**config.mk**
```make
export PLATFORM = sky130hd
export DESIGN_NAME = rr_preempt_timer
export DESIGN_NICKNAME = d
export VERILOG_FILES = /design/src/rtl/rr_preempt_timer.sv
export SDC_FILE = /design/constraint.sdc
export NUM_CORES = 1
export LEC_CHECK = 0
export ABC_CLOCK_PERIOD_IN_PS = 3400
export CAP_MARGIN = 10
export CORE_AREA = 5 5 120 122
export CTS_CLUSTER_SIZE = 30
export DETAILED_ROUTE_END_ITERATION = 10
export DIE_AREA = 0 0 125 127
export PLACE_DENSITY = 0.84
export SLEW_MARGIN = 20
export SYNTH_ARGS = -nofsm -noshare
export SYNTH_HDL_FRONTEND = slang
export SYNTH_SLANG_ARGS = --single-unit
```
**constraint.sdc**
```tcl
create_clock -name clock -period 3.4 [get_ports clock]
set_clock_uncertainty 0.1 [all_clocks]
set_input_delay 0.68 -clock clock [delete_from_list [all_inputs] [get_ports clock]]
set_output_delay 0.68 -clock clock [all_outputs]
set_load 0.005 [all_outputs]
```
**src/rtl/rr_preempt_timer.sv**
```systemverilog
// Round-robin preemption timer: counts user instructions after jimset and raises a
// one-cycle interrupt when the quantum loaded by setTimer has been consumed.
module rr_preempt_timer #(
    parameter int WIDTH = 32
) (
    input  logic             clock,
    input  logic             reset,
    input  logic             FLAG_timer,
    input  logic [WIDTH-1:0] quantum,
    input  logic             FLAG_IMoffset,
    input  logic             FLAG_biosim,
    input  logic             halt,
    output logic             interrupt,
    output logic             busy,
    output logic [WIDTH-1:0] remaining,
    output logic [15:0]      preempt_count
);

    typedef enum logic [1:0] {
        ST_IDLE   = 2'd0,
        ST_LOADED = 2'd1,
        ST_RUN    = 2'd2,
        ST_FIRE   = 2'd3
    } state_e;

    state_e           state_q, state_d;
    logic [WIDTH-1:0] q_reg_q, q_reg_d;
    logic [WIDTH-1:0] count_q, count_d;
    logic [15:0]      preempt_count_q, preempt_count_d;
    logic [WIDTH-1:0] count_inc_s;
    logic [WIDTH-1:0] remaining_s;

    assign count_inc_s = count_q + {{(WIDTH-1){1'b0}}, 1'b1};

    // State and datapath registers.
    always_ff @(posedge clock or negedge reset) begin
        if (!reset) begin
            state_q         <= ST_IDLE;
            q_reg_q         <= {WIDTH{1'b0}};
            count_q         <= {WIDTH{1'b0}};
            preempt_count_q <= 16'd0;
        end else begin
            state_q         <= state_d;
            q_reg_q         <= q_reg_d;
            count_q         <= count_d;
            preempt_count_q <= preempt_count_d;
        end
    end

    // Next-state logic; biosim outranks everything, FIRE swallows the other flags.
    always_comb begin
        state_d = state_q;
        q_reg_d = q_reg_q;
        count_d = count_q;
        if (state_q == ST_FIRE) begin
            preempt_count_d = preempt_count_q + 16'd1;
        end else begin
            preempt_count_d = preempt_count_q;
        end

        if (FLAG_biosim) begin
            state_d = ST_IDLE;
            count_d = {WIDTH{1'b0}};
        end else if (state_q == ST_FIRE) begin
            state_d = ST_LOADED;
            count_d = {WIDTH{1'b0}};
        end else if (FLAG_timer) begin
            count_d = {WIDTH{1'b0}};
            if (quantum == {WIDTH{1'b0}}) begin
                state_d = ST_IDLE;
            end else begin
                q_reg_d = quantum;
                if (FLAG_IMoffset || (state_q == ST_RUN)) begin
                    state_d = ST_RUN;
                end else begin
                    state_d = ST_LOADED;
                end
            end
        end else if (FLAG_IMoffset && (state_q == ST_LOADED)) begin
            state_d = ST_RUN;
            count_d = {WIDTH{1'b0}};
        end else if ((state_q == ST_RUN) && !halt) begin
            // count never reaches q_reg: the last instruction of the slice goes to FIRE.
            if (count_inc_s == q_reg_q) begin
                state_d = ST_FIRE;
                count_d = {WIDTH{1'b0}};
            end else begin
                count_d = count_inc_s;
            end
        end else begin
            state_d = state_q;
        end
    end

    // Instructions left in the current slice, only meaningful while armed.
    always_comb begin
        if ((state_q == ST_RUN) || (state_q == ST_LOADED)) begin
            remaining_s = q_reg_q - count_q;
        end else begin
            remaining_s = {WIDTH{1'b0}};
        end
    end

    assign interrupt     = (state_q == ST_FIRE);
    assign busy          = (state_q == ST_RUN);
    assign remaining     = remaining_s;
    assign preempt_count = preempt_count_q;

endmodule

```
==> reports/metrics.csv, run 1 <==
metric,value,unit
Critical Path RT,2620,ps
Pwr Total,4.19,mW
"Slew Viols, Final",0,
pwr dens,439,nW/um^2
async set-reset flop share out of synthesis,1.00,
peak supply drop,0.321,mV
top_reg_cell synth,dfrtp_1,
Core Box Area,13100,um^2
Post-Syn Nets,850,
n_diodes,0,
H-Tree Depth,3,
Initial Util,0.502,
Hold Path Class,reg -> reg,
worst path arrival time,3170,ps
DP HPWL,14700,um
Post-synth EDFFs,0,
Clock Tree Root,clkbuf_16,
# clock sinks,82,
Max-slew headroom,0.488,
met2 Use GR,0.446,
CTS tree,done,
Via density,5.85,
first-pass GRT wire length,33600,um
"Warnings, synthesis",0,
synthesized area,6570,um^2
post-synthesis instance total,775,
Initial DRC Count,757,
grt ovf,0,
area grow syn2layout,45.3,%
drt pass-1 iters,8,
Yosys cell types,56,
global routing's busiest layer,met2,
GR met3 Demand/Resource,0.0459,
IO Pins,88,
clock transition at the registers of the reported paths,60,ps
drt wl/cell,18.4,um
RD Place Congestion,0.945,
DRC viols,0,
minimum clock period,3950,ps
all-layer global routing usage,0.255,
largest net degree at the start of global routing,82,
Fmax achieved,253,MHz
critical path endpoint category,output pin,
CP max FO,5,
TritonCTS Buffers,9,
syn_area_per_cell,8.48,um^2
CP peak stage delay,410,ps
M1 GR Usage,0.318,
total wire length,22000,um
startpoint types,flip-flop,
Crit-path slowest cell,dfrtp_1,
Die H,127,um
row cnt,42,
max-cap violations,0,
status,finished with violations,
setup ws final,-545,ps
Final ANT Viol Nets,0,
Die ar.,15900,um^2
Tcrit/Tclk final,1.16,
"Design Area, Final",9550,um^2
clock tree buffer depth,2,
layout cells sized above 1,0.318,
vias in the first global route,6950,
Leakage,3.99,nW
chip width,125,um
final hold violation count,0,
clk_lat worst skew,350,ps
critical path type,reg -> out,
critical path's top delay family,compound AO/OA/AOI/OAI gates,
violated checks,setup timing,
post-synthesis sequential area ratio,0.312,
Nets,1090,
worst-path cell chain,"ha_1, buf_4, a21oi_1, o21ai_0, nor3_2, a21oi_2, a21oi_2, a31oi_4, buf_4, o21a_1, o21a_1, nor3_1, buf_2",
RSZ-0062 raised after global routing,true,
"flops & latches, synth",82,
DR vias,6994,
Least-Margin Pin Slew,758,ps
initial antenna violation count,0,
Area after DPL,8610,um^2
I/O Buffers,87,
# setup viols final,54,
number of buffers and inverters on the critical path,3,
-- routing by layer --
metal / share of wire / up-vias
met5: 0 / -
met4: 0.035 / 0
met3: 0.069 / 74
met2: 0.50 / 345
met1: 0.40 / 3335
li1: - / 3240
-- Yosys cell counts, types with 6 or more instances --
library cell	count	area share
or3_1	6	0.0057
clkbuf_1	22	0.013
and3_1	6	0.0057
nand4_1	27	0.026
nand3_1	38	0.029
nand2_1	41	0.023
xnor2_1	76	0.10
nand2b_1	6	0.0057
o31ai_1	8	0.0091
inv_1	44	0.025
a21oi_1	33	0.025
a21o_1	13	0.015
a31oi_1	6	0.0057
nor4_1	13	0.012
o211ai_1	8	0.0091
dfrtp_1	82	0.31
xor2_1	27	0.036
o21a_1	6	0.0069
a211oi_1	10	0.011
nor2b_1	8	0.0076
nor2_1	96	0.055
mux2_2	34	0.058
ha_1	36	0.069
o21ai_0	29	0.022
nor3_1	27	0.021
or4_1	8	0.0091
-- path summary, 6_finish.rpt --
check                                  start                 to  slack (ps)  depth (start not counted)
min reg2reg                preempt_count[15]  preempt_count[15]         380                          1
max                              q_reg_q[11]      remaining[28]        -550                         13
max reg2reg                       count_q[6]        count_q[10]         -90                         13
min in group asynchronous              reset        q_reg_q[27]         560                          2
max in group asynchronous              reset         count_q[4]        2020                          3
min                        preempt_count[15]  preempt_count[15]         380                          1
-- kinds of logic after synthesis --
kind of cell | synth area share
flops | 0.312
compound gates | 0.136
xor+xnor | 0.137
mux | 0.0600
fa+ha+maj | 0.0716
buf+inv | 0.0478
simple gates | 0.235
-- flip-flops by register name (all words and copies together) (netlist names) --
register and count:
q_reg_q 32, count_q 32, state_q 2, preempt_count 16
-- per-stage QoR --
stage | TNS, ps | setup slack (ps) | util | hold slack, ps | cells
floorplan | -1.06 | -1.06 | - | 284 | 775
global placement | -6770 | -603 | 0.658 | 365 | 1147
detailed placement | -7650 | -679 | 0.658 | 369 | 1147
CTS | -5780 | -503 | 0.705 | 3.87 | 1178
global route | -13590 | -648 | 0.730 | 398 | 1196
finish | -7930 | -545 | 0.730 | 381 | 1196
-- where the power goes --
group          switching (mW)  internal [mW]
combinational           0.965           1.05
clock                   0.441          0.576
sequential             0.0894           1.07
total                    1.50           2.69
-- cell usage in the layout, fill, tap and decap left out, types with 33 or more instances in the layout --
master / netlist / layout
buf_4: 4 / 152
nor2_1: 96 / 93
dfrtp_1: 82 / 82
xnor2_1: 76 / 71
clkdlybuf4s50_1: 0 / 59
inv_1: 44 / 44
nand3_1: 38 / 38
nand2_1: 41 / 37
mux2_2: 34 / 34
ha_1: 36 / 33
-- repair_timing --
action / in CTS / in global routing
setup endpoints to repair: 27 / 59
gates resized for setup: 164 / 39
cloned: 0 / 3
endpoints found under the hold margin: 0 / 1
pin swaps: 43 / 34
hold buffers: 0 / 1
buffers inserted: 18 / 17
-- cell type report --
cell class              instances  area [um^2]
inverters                      44          165
clock buffers                   9          225
repair buffers                263         2220
multi-input cells             615         4590
flip-flops and latches         82         2050
well taps                     176          220
fillers                       863         3540
clock inverters                 7         76.3
(Power assumes the default switching activity.)
==> inputs of run 2 (changes only) <==
- ABC_CLOCK_PERIOD_IN_PS: 3400 -> 3200
- CORE_AREA: 5 5 120 122 -> 5 5 119 121
- CTS_BUF_LIST: default -> sky130_fd_sc_hd__clkbuf_4
- DIE_AREA: 0 0 125 127 -> 0 0 124 126
- PLACE_DENSITY: 0.84 -> 0.85
- clock period: 3.4 -> 3.2 ns (I/O delays scaled with it)
==> run 2 against run 1 <==
  * The run still ends with setup timing left
  * Final cell count up 2.0%
  * Via count up 6.0%
  * Die area down 1.6%
  * Largest power group unchanged
  * Highest routed layer unchanged
  * Hold slack worse by 260 ps
  * First-iteration DRC count down 15%
  * Final area up 0.89%
  * Sequential power up 6%
  * Combinational power up 8%
==> reports/metrics.csv, run 2 (synthesis gave the netlist of run 1 again) <==
metric,value,unit,change
Least-Margin Pin Slew,795,ps,+36.9 ps
peak supply drop,0.228,mV,-29%
Setup TNS Final,-21460,ps,-13530 ps
"most common cell after layout, fill and taps aside",buf_4,,
final hold violation count,0,,unchanged
# clock sinks,82,,unchanged
Via density,6.08,,+3.9%
worst path arrival time,3250,ps,+80 ps
Nets,1114,,+2.2%
clk_lat worst skew,470,ps,+120 ps
DR vias,7415,,+6.0%
internal power,2.53,mW,-6.1%
first-pass GRT wire length,33900,um,+0.80%
DP Cell Count,1171,,+2.1%
"Slew Viols, Final",0,,unchanged
largest net degree at the start of global routing,83,,+1.2%
fin util,0.742,,+0.0125
worst slack at placement,-675,ps,+3.68 ps
critical path type,reg -> out,,
violated checks,setup timing,,
CTS tree,done,,
Fmax achieved,251,MHz,
critical path endpoint category,output pin,,
pwr dens,421,nW/um^2,-3.9%
Hold Path Class,in -> async,,
status,finished with violations,,
grt ovf,0,,unchanged
Die ar.,15600,um^2,-1.6%
Core Box Area,13000,um^2,-0.80%
Critical Path RT,2460,ps,-160 ps
RSZ-0062 raised after global routing,true,,
all-layer global routing usage,0.267,,+0.0115
drt pass-1 iters,8,,unchanged
CP max FO,4,,-1
chip width,124,um,-0.80%
Sw Share,0.377,,+0.0203
Tcrit/Tclk final,1.25,,
Combinational Power Share,0.536,,+0.055
max-cap violations,0,,unchanged
IO Pins,88,,unchanged
clock power share,0.161,,-0.082
row cnt,42,,unchanged
setup ws final,-787,ps,-242 ps
DRC viols,0,,unchanged
Initial Util,0.506,,+0.00407
Finished Layout Cells,1220,,+2.0%
drt wl/cell,19.6,um,+6.3%
switching pwr,1.53,mW,+2.5%
vias in the first global route,7124,,+2.5%
initial antenna violation count,0,,unchanged
worst hold margin,119,ps,-261 ps
DP HPWL,15700,um,+6.8%
Leakage,4.06,nW,+1.8%
startpoint types,flip-flop,,
Clock Tree Root,clkbuf_4,,
TritonCTS Buffers,9,,unchanged
minimum clock period,3990,ps,
Initial DRC Count,646,,-15%
# setup viols final,60,,+11%
Post-CTS Hold Buffers,0,,unchanged
total wire length,23900,um,+8.4%
I/O Buffers,87,,unchanged
n_diodes,0,,unchanged
Flop pwr share,0.303,,+0.026
clock transition at the registers of the reported paths,170,ps,+110 ps
H-Tree Depth,3,,unchanged
area grow syn2layout,46.6,%,
Die H,126,um,-0.79%
"commonest non-fill, non-tap cells in the layout","184 x buf_4, 86 x nor2_1, 82 x dfrtp_1, 73 x xnor2_1, 56 x clkdlybuf4s50_1",,
RD Place Congestion,0.928,,-1.8%
Final ANT Viol Nets,0,,unchanged
layout cells sized above 1,0.356,,+0.0387
Max-slew headroom,0.470,,-0.0182
clock tree buffer depth,2,,unchanged
-- run 2: cell types whose count changed in the layout (fill, tap and decap cells not counted), moves of 5 or more --
| cell | previous run | this run |
|---|---|---|
| buf_4 | 152 | 184 |
| clkbuf_16 | 11 | 1 |
| clkbuf_4 | 0 | 12 |
| nor2_2 | 1 | 6 |
| buf_6 | 18 | 12 |
| nor2_1 | 93 | 86 |
-- run 2: worst max-delay path: stages (launching register included) --
cell     delay [ps]
dfrtp_1         390
inv_1            60
ha_1            330
a21oi_1         270
o21ai_0         240
nor3_1          320
a21oi_2         130
a21oi_2         250
a31oi_2         150
o21a_1          220
o21a_1          170
nor3_1          120
buf_2           140
-- run 2: per-layer routing --
layer	vias up	GRT usage	wire length (um)
li1	3284	-	-
met1	3565	0.334	9050
met2	436	0.465	11900
met3	130	0.0417	1600
met4	0	0.0909	1290
met5	-	0	0
-- run 2: area by class of cell --
type / instances / area (um^2)
Fill cell: 850 / 3350
Inverter: 44 / 165
Tap cell: 176 / 220
Timing Repair Buffer: 287 / 2360
Clock buffer: 12 / 90.1
Clock inverter: 4 / 52.6
Sequential cell: 82 / 2050
Multi-Input combinational cell: 615 / 4690
-- run 2: power by group through the flow --
stage | Sequential (mW) | Clock, mW | Combinational (mW)
2_1_floorplan | 1.24 | 0 | 0.951
3_3_place_gp | 1.23 | 0 | 1.84
3_5_place_dp | 1.24 | 0 | 1.89
4_1_cts | 1.22 | 0.645 | 2.02
5_1_grt | 1.25 | 0.692 | 2.34
6_report | 1.23 | 0.653 | 2.17
-- run 2: worst paths after layout --
check,slack [ps],end,cells past startpoint,startpoint
max,-790,remaining[28],12,count_q[11]
min,120,q_reg_q[18],1,reset
max reg2reg,-330,count_q[26],15,count_q[7]
min reg2reg,380,preempt_count[15],1,preempt_count[15]
max in group asynchronous,2330,q_reg_q[14],1,reset
min in group clock,380,preempt_count[15],1,preempt_count[15]
-- run 2: metrics by stage --
stage,power (mW),area (um^2)
6_report,4.06,9630
5_1_grt,4.27,9630
3_5_place_dp,3.13,8810
4_1_cts,3.89,9300
2_1_floorplan,2.19,6630
3_3_place_gp,3.07,8810
-- run 2: repair_timing --
item | in CTS | in global routing
pin swaps | 60 | 44
buffers inserted | 22 | 18
setup endpoints to repair | 60 | 62
gates cloned | 0 | 1
resized for setup | 173 | 49
==> inputs of run 3 (changes only) <==
- GPL_ROUTABILITY_DRIVEN: default -> 0
==> results of run 3 <==
Same layout as run 2: the final DEF is identical, and so are final timing and power.
